### src/rtl/reg16_write_arbiter.sv
// reg16_write_arbiter: round-robin write-port arbiter with bounded burst lock for one shared register
module reg16_write_arbiter #(
    parameter int WIDTH    = 16,
    parameter int MAX_LOCK = 4
) (
    input  logic             clk,
    input  logic             rst_n,
    input  logic             req0,
    input  logic             lock0,
    input  logic [WIDTH-1:0] data0,
    output logic             gnt0,
    input  logic             req1,
    input  logic             lock1,
    input  logic [WIDTH-1:0] data1,
    output logic             gnt1,
    output logic [WIDTH-1:0] reg_in,
    output logic             reg_ld,
    output logic             owner,
    output logic             busy
);
    localparam int CW = $clog2(MAX_LOCK) + 1;
    localparam logic [CW-1:0] CNT_TOP = CW'(MAX_LOCK - 1);

    typedef enum logic [1:0] {IDLE, OWN0, OWN1} state_t;

    state_t          state, state_nx;
    logic            prio;
    logic [CW-1:0]   lock_cnt;
    logic            cnt_top, hold0, hold1, switching;

    assign cnt_top   = lock_cnt == CNT_TOP;
    assign hold0     = req0 & lock0 & ~(req1 & cnt_top);
    assign hold1     = req1 & lock1 & ~(req0 & cnt_top);
    assign switching = state_nx != state;

    // next state: prio breaks ties from IDLE, a lock holds ownership until the contended limit
    always_comb begin
        state_nx = state;
        case (state)
            IDLE:    state_nx = (req0 & req1) ? (prio ? OWN1 : OWN0) : req0 ? OWN0 : req1 ? OWN1 : IDLE;
            OWN0:    state_nx = hold0 ? OWN0 : req1 ? OWN1 : req0 ? OWN0 : IDLE;
            OWN1:    state_nx = hold1 ? OWN1 : req0 ? OWN0 : req1 ? OWN1 : IDLE;
            default: state_nx = IDLE;
        endcase
    end

    // state register
    always_ff @(posedge clk or negedge rst_n) begin
        if (!rst_n) state <= IDLE;
        else        state <= state_nx;
    end

    // tie-break pointer moves away from whoever just gained ownership
    always_ff @(posedge clk or negedge rst_n) begin
        if (!rst_n)                           prio <= 1'b0;
        else if (switching && state_nx != IDLE) prio <= state_nx == OWN0;
    end

    // writes in the current ownership, saturating at the lock limit
    always_ff @(posedge clk or negedge rst_n) begin
        if (!rst_n)                 lock_cnt <= '0;
        else if (switching)         lock_cnt <= '0;
        else if (reg_ld & ~cnt_top) lock_cnt <= lock_cnt + CW'(1);
    end

    // registered grants, busy flag and sticky owner index
    always_ff @(posedge clk or negedge rst_n) begin
        if (!rst_n) begin
            gnt0  <= 1'b0;
            gnt1  <= 1'b0;
            busy  <= 1'b0;
            owner <= 1'b0;
        end else begin
            gnt0  <= state_nx == OWN0;
            gnt1  <= state_nx == OWN1;
            busy  <= state_nx != IDLE;
            owner <= state_nx == OWN1 ? 1'b1 : state_nx == OWN0 ? 1'b0 : owner;
        end
    end

    assign reg_ld = (gnt0 & req0) | (gnt1 & req1);
    assign reg_in = gnt0 ? data0 : gnt1 ? data1 : '0;
endmodule
### config.mk
export PLATFORM = sky130hd
export DESIGN_NAME = reg16_write_arbiter
export DESIGN_NICKNAME = d
export VERILOG_FILES = /design/src/rtl/reg16_write_arbiter.sv
export SDC_FILE = /design/constraint.sdc
export NUM_CORES = 1
export LEC_CHECK = 0
export BUFFER_PORTS_ARGS = -buffer_cell sky130_fd_sc_hd__buf_4
export CAP_MARGIN = 0
export CORE_UTILIZATION = 42
export DETAILED_ROUTE_END_ITERATION = 10
export PLACE_DENSITY = 0.84
export SYNTH_ARGS = -nofsm -noshare
export SYNTH_HDL_FRONTEND = slang
export SYNTH_SLANG_ARGS = --single-unit
### constraint.sdc
create_clock -name clk -period 3.9 [get_ports clk]
set_clock_uncertainty 0.2 [all_clocks]
set_input_delay 0.39 -clock clk [delete_from_list [all_inputs] [get_ports clk]]
set_output_delay 0.39 -clock clk [all_outputs]
set_load 0.05 [all_outputs]
=== Word level (Yosys, flattened, before mapping) ===
Cells that the tools add are included.

* $add $sub $neg: 1
* Equality and inequality tests: 6
* Multiplexer cells: 15
* Bitwise logic cells: 14
* Reduce and logical (&&, ||, !) cells: 5

{| class="wikitable"
|+ Operator list
! kind !! count
|-
| 2-to-1 mux 16 bit || 2
|-
| 2-to-1 mux 2 bit || 7
|-
| bitwise AND 1 bit || 10
|-
| 2-to-1 mux 3 bit || 2
|-
| case mux 2 bit (3 select lines) || 1
|-
| nonzero test 2 bit || 3
|-
| equality test 2 x 1 -> 1 bit, second input constant || 2
|-
| equality test 2 bit, second input constant || 2
|-
| adder 3 x 1 -> 3 bit, second input constant || 1
|-
| equality test 3 x 2 -> 1 bit, second input constant || 1
|-
| 2-to-1 mux 1 bit || 3
|-
| inverter 1 bit || 3
|-
| logical NOT 2 bit || 1
|-
| != test 2 bit || 1
|-
| logical AND 1 bit || 1
|-
| bitwise OR 1 bit || 1
|}

* Flip-flop bits (word level): 10
* Input port bits: 38

=== Depth between registers and ports, before layout ===
Gate-level depths: netlist (run 1).

* Depth after elaboration: 9
* Gate-level depth with buffers: 11

=== Worst setup path after synthesis (run 1) ===
OpenSTA, ideal clock, no wires.

* Path kind: register to output
* Start point: reg gnt0
* End point: out reg_in[7]
* Data arrival time: 2.118 ns
* Required time: 3.310 ns
* Setup slack: 1.192 ns
* Cell stages (with the launch flop): 4
* Path buffers: 2
* Cell sequence: dfrtp_1 buf_2 buf_1 o21ai_0

* Word-level cells in the longest chain between the ends: 1

{| class="wikitable"
|+ RTL lines
! what !! RTL line !! text
|-
| from (decl) || 11 || <nowiki>output logic gnt0,</nowiki>
|-
| from (signal assigned) || 69 || <nowiki>gnt0 <= 1'b0;</nowiki>
|-
| from (signal assigned) || 74 || <nowiki>gnt0 <= state_nx == OWN0;</nowiki>
|-
| 2-to-1 mux 16 bit || 82 || <nowiki>assign reg_in = gnt0 ? data0 : gnt1 ? data1 : '0;</nowiki>
|-
| to (decl) || 16 || <nowiki>output logic [WIDTH-1:0] reg_in,</nowiki>
|}

Every way passes these cells.

=== Final worst setup path (run 1) ===
* Start point: reg gnt0
* End point: out reg_in[12]

Same word-level chain as after synthesis.

==> results of run 1 <==
-- worst max-delay path, stage by stage (launching register included) --
cell	delay [ns]
dfrtp_1	0.59
nor2b_1	0.77
a22o_1	0.25
buf_4	0.20
-- stage by stage --
stage	worst slack [ns]	hold WS [ns]	cell area [um2]	util, %	std cells
after floorplan	1.19	-0.106	783	-	83
after global placement	1.40	0.0219	1220	70.1	161
after detailed placement	1.30	0.0209	1220	70.1	161
after CTS	1.22	0.276	1270	72.8	166
after global routing	1.04	0.297	1270	72.8	166
final	1.24	0.285	1270	72.8	166
-- layout make-up --
class | instances | area share, %
multi-input combinational | 62 | 38.1
timing repair buffer | 59 | 35.1
sequential | 10 | 19.7
clock buffer | 4 | 2.86
tap | 25 | 2.46
inverter | 6 | 1.77
-- how the worst max path moves through the flow --
| stage | from | slack (ns) | to |
|---|---|---|---|
| 2_1_floorplan | gnt0 | 1.19 | reg_in[7] |
| 3_3_place_gp | lock_cnt[0] | 1.40 | prio |
| 3_5_place_dp | lock_cnt[0] | 1.30 | prio |
| 4_1_cts | gnt0 | 1.22 | reg_in[12] |
| 5_1_grt | gnt0 | 1.04 | reg_in[5] |
| 6_report | gnt0 | 1.24 | reg_in[12] |
-- layout by cell type, fill, tap and decap left out, types with 2 or more instances in the layout --
| cell | instances |
|---|---|
| a21oi_1 | 3 |
| a22o_1 | 15 |
| buf_4 | 58 |
| clkbuf_4 | 3 |
| dfrtp_1 | 10 |
| ha_1 | 5 |
| inv_1 | 6 |
| mux2i_1 | 2 |
| nand2_1 | 8 |
| nor2_1 | 2 |
| nor2b_1 | 3 |
| nor3_1 | 2 |
| o21ai_0 | 4 |
-- report_power, final --
part | switching, mW | total [mW] | leakage [nW] | internal, mW
Combinational | 0.295 | 0.460 | 0.522 | 0.165
Sequential | 0.0365 | 0.165 | 0.130 | 0.129
Clock | 0.0326 | 0.0892 | 0.0210 | 0.0566
-- repair_timing --
| item | in CTS | in global routing |
|---|---|---|
| hold endpoints to repair | 10 | 0 |
| resized for setup | 0 | 0 |
| hold buffers | 1 | 0 |
| setup buffers | 0 | 0 |
-- metal layers --
metal	wire length [um]	up-vias	share of wire, %	global-route usage, %
li1	-	423	-	-
met1	768	404	35	22.0
met2	1170	41	53	42.3
met3	257	3	12	6.80
met4	22	0	0.99	7.27
met5	0	-	0	0
-- sequential cells by signal, indices dropped and copies added, names as in the netlist --
signal    cells
owner         1
lock_cnt      3
gnt0          1
prio          1
busy          1
state         2
gnt1          1
-- cells by family (layout without fill, tap and decap cells) --
family / after synthesis / after routing
flip-flops: 10 / 10
multiplexers: 4 / 4
XOR/XNOR: 1 / 1
AO/OA/AOI/OAI: 27 / 27
buffers and inverters: 11 / 69
adder cells (fa/ha/maj): 5 / 5
AND/OR/NAND/NOR: 25 / 25
==> key figures, run 1 <==
Outcome
  – Status: completed

Clock network
  – Root buffer cell: clkbuf_4
  – Clock buffer depth: 2
  – CTS Sinks: 10
  – CTS tree: done
  – Clk Latency, worst-skew pair: 0.26 ns
  – CTS clk-pin slew, worst paths: 0.06 ns
  – Htree depth: 1
  – Total CTS buffers: 3

Floorplanning
  – Initial core utilization: 44.9%
  – Die ar.: 2040 um2
  – Die width: 45.2 um
  – Die Height: 45.2 um
  – # rows: 15
  – Core box area: 1750 um2
  – Io pins: 59

STA
  – FMAX: 0.377 GHz
  – Final Hold Vio Count: 0
  – Endpoints failing setup: 0
  – Slew @ Worst Pin: 0.858 ns
  – Period utilization: 68.1%
  – Post-route setup TNS: 0 ns
  – Normalized max-slew margin: 42.7%
  – Fin crit period: 2.66 ns
  – RSZ-0062 raised after global routing: false
  – Max Slew Vio Count: 0

Drt
  – Starting DRC count in detailed routing: 11
  – Post-DRT Antenna Nets: 0
  – DR vias/cell: 5.25
  – Final wirelength: 2220 um
  – Residual DRC: 0
  – Via count: 871
  – First-pass DRT Iterations: 4
  – DR WL/cell: 13.4 um

Global route
  – Initial antenna violation count: 0
  – Total GRT Usage: 22.0%
  – Via count of the first global-routing pass: 762
  – Largest net degree at the start of global routing: 22
  – First-pass GRT wire length: 3260 um
  – Gr ovfl total: 0

Synth
  – Post-Synth Adder-Cell Area: 7.99%
  – Synth area leader: dfrtp_1
  – Dominant synthesized flop cell: dfrtp_1
  – Largest family of logic cells by synthesized area: compound AO/OA/AOI/OAI gates
  – Yosys reg bits: 10
  – Synth Area in Compound Gates: 28.1%
  – Post-synth EDFFs: 0
  – Most frequent cells after synthesis: a22o_1 (15), dfrtp_1 (10), nand2_1 (8)
  – Asr flop ratio synth: 100%
  – Yosys top cell area share: 31.9%
  – Sequential fraction of the synthesis area: 31.9%
  – Largest cells by area after synthesis: dfrtp_1 (32%), a22o_1 (17%), ha_1 (8.0%), nand2_1 (3.8%), inv_1 (2.9%)
  – Synthesized area: 783 um2
  – Mapped Avg Cell Area: 9.44 um2
  – YS warnings: 0
  – Post-synthesis cell type count: 32
  – Post-synthesis mux area share: 5.43%
  – Most frequent cell after synthesis: a22o_1
  – Mapped Cells: 83
  – Synth Net Count: 126
  – Post-synthesis simple-gate area fraction: 19.2%
  – XOR/XNOR Fraction of Synth Area: 1.12%

Worst setup path
  – R2R Path Start: lock_cnt[0]
  – Maximum fanout along the worst path: 21
  – Critical path arrival: 2.07 ns
  – Kind of critical path: flip-flop to primary output
  – Critical Path Sink Type: primary output
  – Capturing point of the worst reg2reg path: prio
  – CP startpoint kind: flip-flop
  – R2R cell count: 11
  – Worst R2R Setup Slack: 1.26 ns
  – Critical Path RT: 3.31 ns

Placement
  – Final HPWL DP: 1870 um
  – RePlAce Congestion: 0.854
  – IO Port Bufs: 58

Power and ir drop
  – Power per cell area: 563 nW/um2
  – Post-layout power: 0.715 mW
  – Peak VDD IR: 0.354 mV
  – Leakage power: 0.673 nW

Cells and area
  – N_diodes: 0
  – Ratio of cells with drive above 1 in the final layout: 48.9%
  – Reg area: 250 um2
  – Area growth syn-to-layout: 62.1%
  – Multi-input logic area: 484 um2
  – FILL cells: 150
  – NumNets Final: 185

Min path
  – HP Class: primary input to async pin

Run
  – Max-cap violations: 0
Note: power is estimated with default switching activity, not from simulation.
==> inputs of run 2 (changes only) <==
CORE_ASPECT_RATIO = 0.6   (was unset)
CORE_UTILIZATION = 35   (was 42)
PLACE_DENSITY = 0.74   (was 0.84)
clock period = 2.3 ns   (was 3.9 ns; I/O delays follow)
==> run 2 against run 1 <==
Compared with the run above: the flow now finishes with violations (negative setup slack); sequential share of layout area is 2.1 points lower; wire length is 24% higher; critical path depth increased by 8; register-to-register slack worse by 1.4 ns; sequential power is 56% higher; clock-buffer cell count did not move; global-route usage hardly changed; sequential cell count is the same; final area increased by 12%; cell count up 7.2%; via count increased by 7.7%; critical endpoint is now prio.
==> key figures, run 2 (same netlist as run 1, synthesis figures left out) <==
Floorplanning
  – Core box area: 1970 um2
  – # rows: 12
  – Die width: 63.1 um
  – Die ar.: 2440 um2
  – Die Height: 38.6 um
  – Initial core utilization: 39.8%
  – Io pins: 59

Drt
  – Starting DRC count in detailed routing: 28
  – Final wirelength: 2750 um
  – DR WL/cell: 15.5 um
  – First-pass DRT Iterations: 5
  – DR vias/cell: 5.27
  – Residual DRC: 0
  – Via count: 938
  – Post-DRT Antenna Nets: 0

Cells and area
  – Post-route non-filler standard cell count: 178
  – Commonest non-fill, non-tap cell in the layout: buf_4
  – Reg area: 250 um2
  – Top Registers: lock_cnt x3, state x2
  – NumNets Final: 194
  – N_diodes: 0
  – Most frequent cells in the layout: buf_4 (67), a22o_1 (15), dfrtp_1 (10)
  – Ratio of cells with drive above 1 in the final layout: 57.3%
  – Biggest register: lock_cnt
  – Layout Cell Area excl Fill: 1420 um2
  – Multi-input logic area: 542 um2
  – FILL cells: 148
  – Max reg flops: 3
  – Area growth syn-to-layout: 81.0%

Worst setup path
  – Critical Path RT: 2.22 ns
  – Critical path arrival: 2.35 ns
  – Critical path cell sequence: ha_2 > ha_4 > nand3b_1 > o21ai_2 > mux2i_1 > nand2_1 > nand3_2 > ha_4 > nor4_4 > a31oi_1 > mux2_1
  – Critical Path Sink Type: flip-flop
  – Largest stage delay on the critical path: 0.38 ns
  – CP startpoint kind: flip-flop
  – R2R cell count: 11
  – Maximum fanout along the worst path: 3
  – Kind of critical path: flip-flop to flip-flop
  – R2R Path Start: lock_cnt[0]
  – Cell mode on critical path: ha_4
  – Worst Setup SP: lock_cnt[0]
  – Slowest cell on crit path: dfrtp_1

Global route
  – GRT Max-Usage Layer: met2
  – Gr ovfl total: 0
  – Initial antenna violation count: 0
  – Via count of the first global-routing pass: 809
  – Met1 Use GR: 28.7%
  – Largest net degree at the start of global routing: 21
  – Met3 Use GR: 4.12%
  – Met2 usage: 37.6%
  – First-pass GRT wire length: 3930 um
  – Total GRT Usage: 22.0%

STA
  – Setup ws final: -0.127 ns
  – Fin crit period: 2.43 ns
  – Endpoints failing setup: 1
  – RSZ-0062 raised after global routing: true
  – Slew @ Worst Pin: 0.552 ns
  – Normalized max-slew margin: 63.1%
  – Period utilization: 106%
  – Max Slew Vio Count: 0
  – Hold slack: 0.166 ns
  – FMAX: 0.412 GHz
  – Final Hold Vio Count: 0

Placement
  – Post-place instance area: 1290 um2
  – Placed Cells: 171
  – RePlAce Congestion: 0.791
  – IO Port Bufs: 58
  – Final HPWL DP: 2010 um

Clock network
  – Clock buffer depth: 2
  – Clk Latency, worst-skew pair: 0.24 ns
  – CTS Sinks: 10
  – Total CTS buffers: 3
  – Htree depth: 1
  – CTS clk-pin slew, worst paths: 0.05 ns
  – CTS tree: done
  – Root buffer cell: clkbuf_8

Power and ir drop
  – Leakage power: 0.733 nW
  – Power per cell area: 977 nW/um2
  – Peak VDD IR: 0.609 mV

Outcome
  – Status: finished, violations left
  – Failing checks: negative setup slack

Run
  – Max-cap violations: 0

Min path
  – HP Class: primary input to async pin
[run 2: where the power goes]
part,internal (mW),total [mW],switching [mW]
Clock,0.151,0.224,0.0729
Combinational,0.334,0.903,0.570
Sequential,0.220,0.258,0.0381
Total,0.704,1.38,0.681
[run 2: layout make-up]
| class | count | area share (%) |
|---|---|---|
| well taps | 28 | 2.47 |
| clock buffers | 4 | 3.88 |
| flip-flops and latches | 10 | 17.7 |
| repair buffers | 68 | 36.2 |
| inverters | 6 | 1.59 |
| multi-input cells | 62 | 38.2 |
[run 2: layer usage]
layer / routed length (um) / part of all wire, %
met5: 0 / 0
met1: 1230 / 45
met4: 27 / 0.98
met2: 1240 / 45
met3: 254 / 9.2
[run 2: timing repair]
action	4_1_cts	5_1_grt
setup endpoints to repair	2	16
gates resized for setup	2	5
hold endpoints to repair	10	0
hold buffers	1	0
pin swaps	1	1
setup buffers	0	2
cloned	0	0
[run 2: critical path: cells and delay by family (launching register included)]
| kind | cells | cell delay (ns) |
|---|---|---|
| AOI/OAI and AO/OA | 2 | 0.17 |
| adders and majority gates | 3 | 0.57 |
| and+or+nand+nor | 4 | 0.58 |
| DFF | 1 | 0.38 |
| muxes | 2 | 0.41 |
[run 2: through the flow]
stage / worst slack [ns] / power, mW / util, % / TNS [ns]
floorplan: -0.248 / 0.837 / - / -0.496
global placement: -0.0327 / 1.10 / 65.8 / -0.0327
detailed placement: -0.160 / 1.11 / 65.8 / -0.160
CTS: -0.133 / 1.34 / 69.5 / -0.133
global route: -0.239 / 1.44 / 72.1 / -0.272
finish: -0.127 / 1.38 / 72.1 / -0.127
[run 2: worst paths after layout]
kind,end,slack (ns)
setup / recovery,prio,-0.13
hold / removal,gnt0,0.17
setup reg to reg,prio,-0.13
hold reg to reg,owner,0.32
max in group asynchronous,lock_cnt[1],1.59
min in group clk,state[1],0.17
